**config.mk**
```make
export PLATFORM = sky130hd
export DESIGN_NAME = led_loop_ctrl
export DESIGN_NICKNAME = d
export VERILOG_FILES = /design/src/rtl/led_loop_pkg.sv /design/src/rtl/gpio_sync_debounce.sv /design/src/rtl/led_loop_ctrl.sv
export SDC_FILE = /design/constraint.sdc
export NUM_CORES = 1
export LEC_CHECK = 0
export ABC_CLOCK_PERIOD_IN_PS = 5400
export CAP_MARGIN = 20
export CORE_AREA = 2 2 89 91
export DETAILED_ROUTE_END_ITERATION = 7
export DIE_AREA = 0 0 91 93
export PLACE_DENSITY = 0.93
export SLEW_MARGIN = 30
export SYNTH_ARGS = -nofsm -noshare
export SYNTH_HDL_FRONTEND = slang
export SYNTH_HIERARCHICAL = 1
export SYNTH_SLANG_ARGS = --single-unit
```
**constraint.sdc**
```tcl
create_clock -name clk -period 5.4 [get_ports clk]
set_input_delay 0.81 -clock clk [delete_from_list [all_inputs] [get_ports clk]]
set_output_delay 0.81 -clock clk [all_outputs]
set_load 0.01 [all_outputs]
```
**src/rtl/led_loop_pkg.sv**
```systemverilog
// Shared mode encoding and command field layout
// for the LED pattern engine.
package led_loop_pkg;

    typedef enum logic [1:0] {
        MODE_STATIC  = 2'd0,
        MODE_BLINK   = 2'd1,
        MODE_CHASE_L = 2'd2,
        MODE_CHASE_R = 2'd3
    } mode_e;

    localparam int CMD_MODE_LSB = 0;
    localparam int CMD_MODE_W   = 2;
    localparam int CMD_RATE_LSB = 2;
    localparam int CMD_RATE_W   = 4;

    function automatic mode_e next_mode(input mode_e m);
        logic [1:0] t;
        t = m + 2'd1;
        return mode_e'(t);
    endfunction

endpackage

```
**src/rtl/gpio_sync_debounce.sv**
```systemverilog
// Two-flop synchronizer with optional stable-count debouncer.
// DB_CYCLES of zero leaves only the synchronizer.
module gpio_sync_debounce #(
    parameter int W         = 1,
    parameter int DB_CYCLES = 0
) (
    input  logic         clk,
    input  logic         rst,
    input  logic [W-1:0] d_i,
    output logic [W-1:0] q_o
);

    logic [W-1:0] sync1_q, sync1_d;
    logic [W-1:0] sync2_q, sync2_d;

    always_comb begin
        sync1_d = d_i;
        sync2_d = sync1_q;
    end

    always_ff @(posedge clk) begin
        if (rst) begin
            sync1_q <= '0;
            sync2_q <= '0;
        end else begin
            sync1_q <= sync1_d;
            sync2_q <= sync2_d;
        end
    end

    generate
        if (DB_CYCLES == 0) begin : g_sync_only
            assign q_o = sync2_q;
        end else begin : g_debounce
            localparam int CNT_W = $clog2(DB_CYCLES + 1);

            logic [W-1:0]     db_q, db_d;
            logic [CNT_W-1:0] cnt_q, cnt_d;

            // Level flips only after DB_CYCLES consecutive differing samples.
            always_comb begin
                db_d  = db_q;
                cnt_d = cnt_q;
                if (sync2_q == db_q) begin
                    cnt_d = '0;
                end else if (cnt_q == CNT_W'(DB_CYCLES - 1)) begin
                    db_d  = sync2_q;
                    cnt_d = '0;
                end else begin
                    cnt_d = cnt_q + CNT_W'(1);
                end
            end

            always_ff @(posedge clk) begin
                if (rst) begin
                    db_q  <= '0;
                    cnt_q <= '0;
                end else begin
                    db_q  <= db_d;
                    cnt_q <= cnt_d;
                end
            end

            assign q_o = db_q;
        end
    endgenerate

endmodule

```
**src/rtl/led_loop_ctrl.sv**
```systemverilog
// LED pattern engine written by the Pi over a strobed GPIO bus,
// with a local mode button and a programmable step rate.
module led_loop_ctrl #(
    parameter int TICK_CYCLES = 50_000_000,
    parameter int DB_CYCLES   = 1_000_000,
    parameter int BUS_W       = 8,
    parameter int NUM_LEDS    = 8
) (
    input  logic                clk,
    input  logic                rst,
    input  logic [BUS_W-1:0]    gpio_i,
    input  logic                strb_i,
    input  logic                sel_i,
    input  logic                btn_i,
    output logic [NUM_LEDS-1:0] led_o,
    output logic                tick_o,
    output logic                sec_o,
    output logic                btn_o,
    output logic [1:0]          mode_o
);

    import led_loop_pkg::*;

    localparam int TICK_W = (TICK_CYCLES > 1) ?
                            $clog2(TICK_CYCLES) : 1;

    logic [BUS_W-1:0]    gpio_s;
    logic                strb_s;
    logic                sel_s;
    logic                btn_s;
    logic [NUM_LEDS-1:0] pat_in;

    gpio_sync_debounce #(.W(BUS_W), .DB_CYCLES(0)) u_gpio_sync (
        .clk (clk),
        .rst (rst),
        .d_i (gpio_i),
        .q_o (gpio_s)
    );

    gpio_sync_debounce #(.W(1), .DB_CYCLES(0)) u_strb_sync (
        .clk (clk),
        .rst (rst),
        .d_i (strb_i),
        .q_o (strb_s)
    );

    gpio_sync_debounce #(.W(1), .DB_CYCLES(0)) u_sel_sync (
        .clk (clk),
        .rst (rst),
        .d_i (sel_i),
        .q_o (sel_s)
    );

    gpio_sync_debounce #(.W(1), .DB_CYCLES(DB_CYCLES)) u_btn_db (
        .clk (clk),
        .rst (rst),
        .d_i (btn_i),
        .q_o (btn_s)
    );

    generate
        if (NUM_LEDS <= BUS_W) begin : g_pat_trunc
            assign pat_in = gpio_s[NUM_LEDS-1:0];
        end else begin : g_pat_ext
            assign pat_in = {{(NUM_LEDS - BUS_W){1'b0}}, gpio_s};
        end
    endgenerate

    logic                strb_prev_q, strb_prev_d;
    logic                btn_prev_q, btn_prev_d;
    logic [TICK_W-1:0]   tick_cnt_q, tick_cnt_d;
    logic                sec_q, sec_d;
    logic [3:0]          step_cnt_q, step_cnt_d;
    mode_e               mode_q, mode_d;
    logic [3:0]          rate_q, rate_d;
    logic [NUM_LEDS-1:0] pattern_q, pattern_d;
    logic [NUM_LEDS-1:0] rot_q, rot_d;
    logic                phase_q, phase_d;
    logic [NUM_LEDS-1:0] led_q, led_d;

    logic wr, data_wr, cmd_wr, btn_rise, tick, step;

    always_comb begin
        wr       = strb_s & ~strb_prev_q;
        data_wr  = wr & ~sel_s;
        cmd_wr   = wr & sel_s;
        btn_rise = btn_s & ~btn_prev_q;
        tick     = (tick_cnt_q == TICK_W'(TICK_CYCLES - 1));
        step     = tick && (step_cnt_q == rate_q);
    end

    always_comb begin
        strb_prev_d = strb_s;
        btn_prev_d  = btn_s;
        tick_cnt_d  = tick ? '0 : tick_cnt_q + TICK_W'(1);
        sec_d       = sec_q ^ tick;
        step_cnt_d  = step_cnt_q;
        mode_d      = mode_q;
        rate_d      = rate_q;
        pattern_d   = pattern_q;
        rot_d       = rot_q;
        phase_d     = phase_q;

        if (tick) begin
            step_cnt_d = step ? 4'd0 : step_cnt_q + 4'd1;
        end

        if (step) begin
            unique case (mode_q)
                MODE_STATIC:  ;
                MODE_BLINK:   phase_d = ~phase_q;
                MODE_CHASE_L: rot_d = {rot_q[NUM_LEDS-2:0],
                                       rot_q[NUM_LEDS-1]};
                MODE_CHASE_R: rot_d = {rot_q[0],
                                       rot_q[NUM_LEDS-1:1]};
            endcase
        end

        // A fresh pattern replaces any rotation from this cycle's step.
        if (data_wr) begin
            pattern_d = pat_in;
            rot_d     = pat_in;
        end

        // Command beats a coincident button edge; that edge is lost.
        if (cmd_wr) begin
            mode_d     = mode_e'(gpio_s[CMD_MODE_LSB +: CMD_MODE_W]);
            rate_d     = gpio_s[CMD_RATE_LSB +: CMD_RATE_W];
            rot_d      = pattern_d;
            phase_d    = 1'b0;
            step_cnt_d = 4'd0;
        end else if (btn_rise) begin
            mode_d     = next_mode(mode_q);
            rot_d      = pattern_d;
            phase_d    = 1'b0;
            step_cnt_d = 4'd0;
        end
    end

    always_comb begin
        led_d = '0;
        unique case (mode_q)
            MODE_STATIC:  led_d = pattern_q;
            MODE_BLINK:   led_d = phase_q ? pattern_q : '0;
            MODE_CHASE_L: led_d = rot_q;
            MODE_CHASE_R: led_d = rot_q;
        endcase
    end

    always_ff @(posedge clk) begin
        if (rst) begin
            strb_prev_q <= 1'b0;
            btn_prev_q  <= 1'b0;
            tick_cnt_q  <= '0;
            sec_q       <= 1'b0;
            step_cnt_q  <= 4'd0;
            mode_q      <= MODE_CHASE_L;
            rate_q      <= 4'd0;
            pattern_q   <= NUM_LEDS'(1);
            rot_q       <= NUM_LEDS'(1);
            phase_q     <= 1'b0;
            led_q       <= '0;
        end else begin
            strb_prev_q <= strb_prev_d;
            btn_prev_q  <= btn_prev_d;
            tick_cnt_q  <= tick_cnt_d;
            sec_q       <= sec_d;
            step_cnt_q  <= step_cnt_d;
            mode_q      <= mode_d;
            rate_q      <= rate_d;
            pattern_q   <= pattern_d;
            rot_q       <= rot_d;
            phase_q     <= phase_d;
            led_q       <= led_d;
        end
    end

    assign led_o  = led_q;
    assign tick_o = tick;
    assign sec_o  = sec_q;
    assign btn_o  = btn_s;
    assign mode_o = mode_q;

endmodule

```
==> flow_metrics.tcl <==
set metrics [dict create \
    io_pins 26 \
    final-max-slew-violation-count 0 \
    syn_area_mm2 0.00466 \
    clk_latency_ns 0.38 \
    pwr-share-clk_pct 35.3 \
    period_share_pct 58.8 \
    setup_violations 0 \
    synth_cells 493 \
    cts.clk_slew.worst_paths_ns 0.11 \
    synth-seq-cells 107 \
    dr.pass1.iters 6 \
    grt_pass1_wl_um 15100 \
    critPathLaunchType "flop" \
    synth_area_leaders "dfxtp_1 (46%), nor2_1 (4.9%), xor2_1 (4.9%), nand3_1 (3.2%), a21oi_1 (3.1%)" \
    routed_via_density 5.70 \
    setup_ws_ns 2.22 \
    drtAntennaViolNets 0 \
    synth_area_per_cell_um2 9.46 \
    cts_buffers 9 \
    yosysSeqAreaShare_pct 45.9 \
    fmax_mhz 315 \
    switchingPower_uw 326 \
    worstSetupEndpointType "output port" \
    dp_worst_setup_slack_ns 2.66 \
    crit_fanout 10 \
    gr-usage-all-layers_pct 22.1 \
    power_density_mw_per_mm2 261 \
    grt_setup_unrepaired "false" \
    maxCapViolCount 0 \
    die_w_um 91 \
    portBuffers 25 \
    ctsLongestPathBuffers 2 \
    crit_arrival_ns 2.37 \
    cts_tree "done" \
    nets 533 \
    internal-power_uw 1010 \
    grt_pass1_vias 3299 \
    initial_core_util_pct 62.0 \
    coreArea_mm2 0.00753 \
    seqPwrFrac_pct 60.8 \
    wl_per_cell_um 14.3 \
    worstMarginPinSlew_ns 0.795 \
    post_cts_buffers 0 \
    synth_async_sr_flop_share_pct 0 \
    synth_ff_type "dfxtp_1" \
    hp-class "reg2reg" \
    area_growth_pct 9.55 \
    dp_hpwl_um 6000 \
    pwr-share-comb_pct 3.9 \
    overflow 0 \
    irDropWorstVdd_uv 186 \
    required_ns 4.59 \
    layout-drive-gt1-share_pct 12.2 \
    hold_viol_final 0 \
    dr_total_vias 3537 \
    antenna_found_initial 1 \
    synth-edff-count 0 \
    period_minus_slack_ns 3.18 \
    routed_wl_um 8900 \
    crit_type "reg2out" \
    drc 0 \
    ff2ff_setup_slack_ns 3.08 \
    cts_resized 0 \
    cts_hold_buffers 0 \
    yosysWarningCount 6 \
    slew_headroom_pct 46.5 \
    sw_frac_of_total_pct 24.5 \
    fin_setup_tns_ns 0 \
    synth_commonest_cells "dfxtp_1 (107), nor2_1 (61), nand2_1 (35), nand3_1 (30), a21oi_1 (29)" \
    synth_area_leader_cell "dfxtp_1" \
    h-tree-depth 3 \
    fp.dieArea_mm2 0.00846 \
    rows 32 \
    yosysUniqueCellTypes 57 \
    p_leak_uw 0.00178 \
    drtIter0Drc 206 \
    skew_ns 0.00938 \
    fp.dieH_um 93 \
    status "completed" \
    grt_max_degree 59 \
    synth.top_cell.area_share_pct 45.9 \
    clock_sinks 107 \
    synth.most_common_cell "dfxtp_1" \
    place_congestion 0.899 \
    synth_nets 513 \
    cts-root-buf "clkbuf_8" \
]
routing by layer:
metal / track usage [%] / vias up / routed length [µm]
li1: - / 1754 / -
met1: 27.3 / 1664 / 3920
met2: 36.9 / 103 / 4310
met3: 6.69 / 16 / 512
met4: 7.45 / 0 / 154
met5: 0 / - / 0
registers in the layout, summed over array words and instances, names as in the netlist, 4 cells and up:
| name | cells |
|---|---|
| led_o | 8 |
| u_btn_db/g_debounce.cnt_q | 20 |
| u_gpio_sync/q_o | 8 |
| u_gpio_sync/sync1_q | 8 |
| rate_q | 4 |
| tick_cnt_q | 26 |
| pattern_q | 8 |
| step_cnt_q | 4 |
| rot_q | 8 |
placed cells by master (no fill, tap or decap), types with 8 or more instances in the layout:
cell type        synthesis  layout
a21oi_1                 29      29
a22oi_1                  8       8
clkbuf_8                 4       9
clkdlybuf4s50_1          0      24
dfxtp_1                107     107
mux2i_1                 10      10
nand2_1                 35      35
nand3_1                 30      30
nand4_1                 11      11
nor2_1                  61      61
nor2b_1                 14      14
nor3_1                   8       8
xnor2_1                 16      16
xor2_1                  26      26
power groups by stage:
stage          clock, µW  combinational (µW)  sequential (µW)
6_report             470                52.2              811
5_1_grt              513                57.4              812
4_1_cts              478                51.8              811
3_5_place_dp           0                51.1              828
3_3_place_gp           0                49.2              827
2_1_floorplan          0                37.1              826
kinds of logic after synthesis:
family / synth area share (%)
simple gates: 28.4
flops: 45.9
compound gates: 8.88
xor+xnor: 7.89
buf+inv: 3.65
mux: 3.35
fa+ha+maj: 1.88
through the flow:
| step | cell area (µm²) | total power [µW] | hold WS, ns | utilization (%) | std cells |
|---|---|---|---|---|---|
| 2_1_floorplan | 4660 | 863 | 0.414 | - | 493 |
| 3_3_place_gp | 4920 | 876 | 0.420 | 65.3 | 604 |
| 3_5_place_dp | 4920 | 880 | 0.430 | 65.3 | 604 |
| 4_1_cts | 5100 | 1340 | 0.456 | 67.8 | 620 |
| 5_1_grt | 5110 | 1380 | 0.472 | 67.9 | 620 |
| 6_report | 5110 | 1330 | 0.455 | 67.9 | 621 |
worst paths after layout:
kind / depth (start not counted) / from / end
hold reg to reg: 1 / u_sel_sync/sync1_q / u_sel_sync/q_o
hold / removal: 1 / u_sel_sync/sync1_q / u_sel_sync/q_o
setup / recovery: 6 / tick_cnt_q[0] / tick_o
setup reg to reg: 6 / tick_cnt_q[0] / rot_q[7]
cell type report:
type                            count  area [µm²]
Fill cell                         577        2420
Multi-Input combinational cell    360        2350
Sequential cell                   107        2140
Timing Repair Buffer               28         268
Tap cell                          102         128
Clock buffer                        9         124
Clock inverter                      7        65.1
Inverter                            7        26.3
Antenna cell                        1        2.50
worst max-delay path: stages (launching register included):
cell,delay (ns)
dfxtp_1,0.41
ha_1,0.22
nand3_1,0.23
nor4_4,0.31
nand3_4,0.16
inv_1,0.12
clkdlybuf4s50_1,0.54
(Power assumes the default switching activity.)
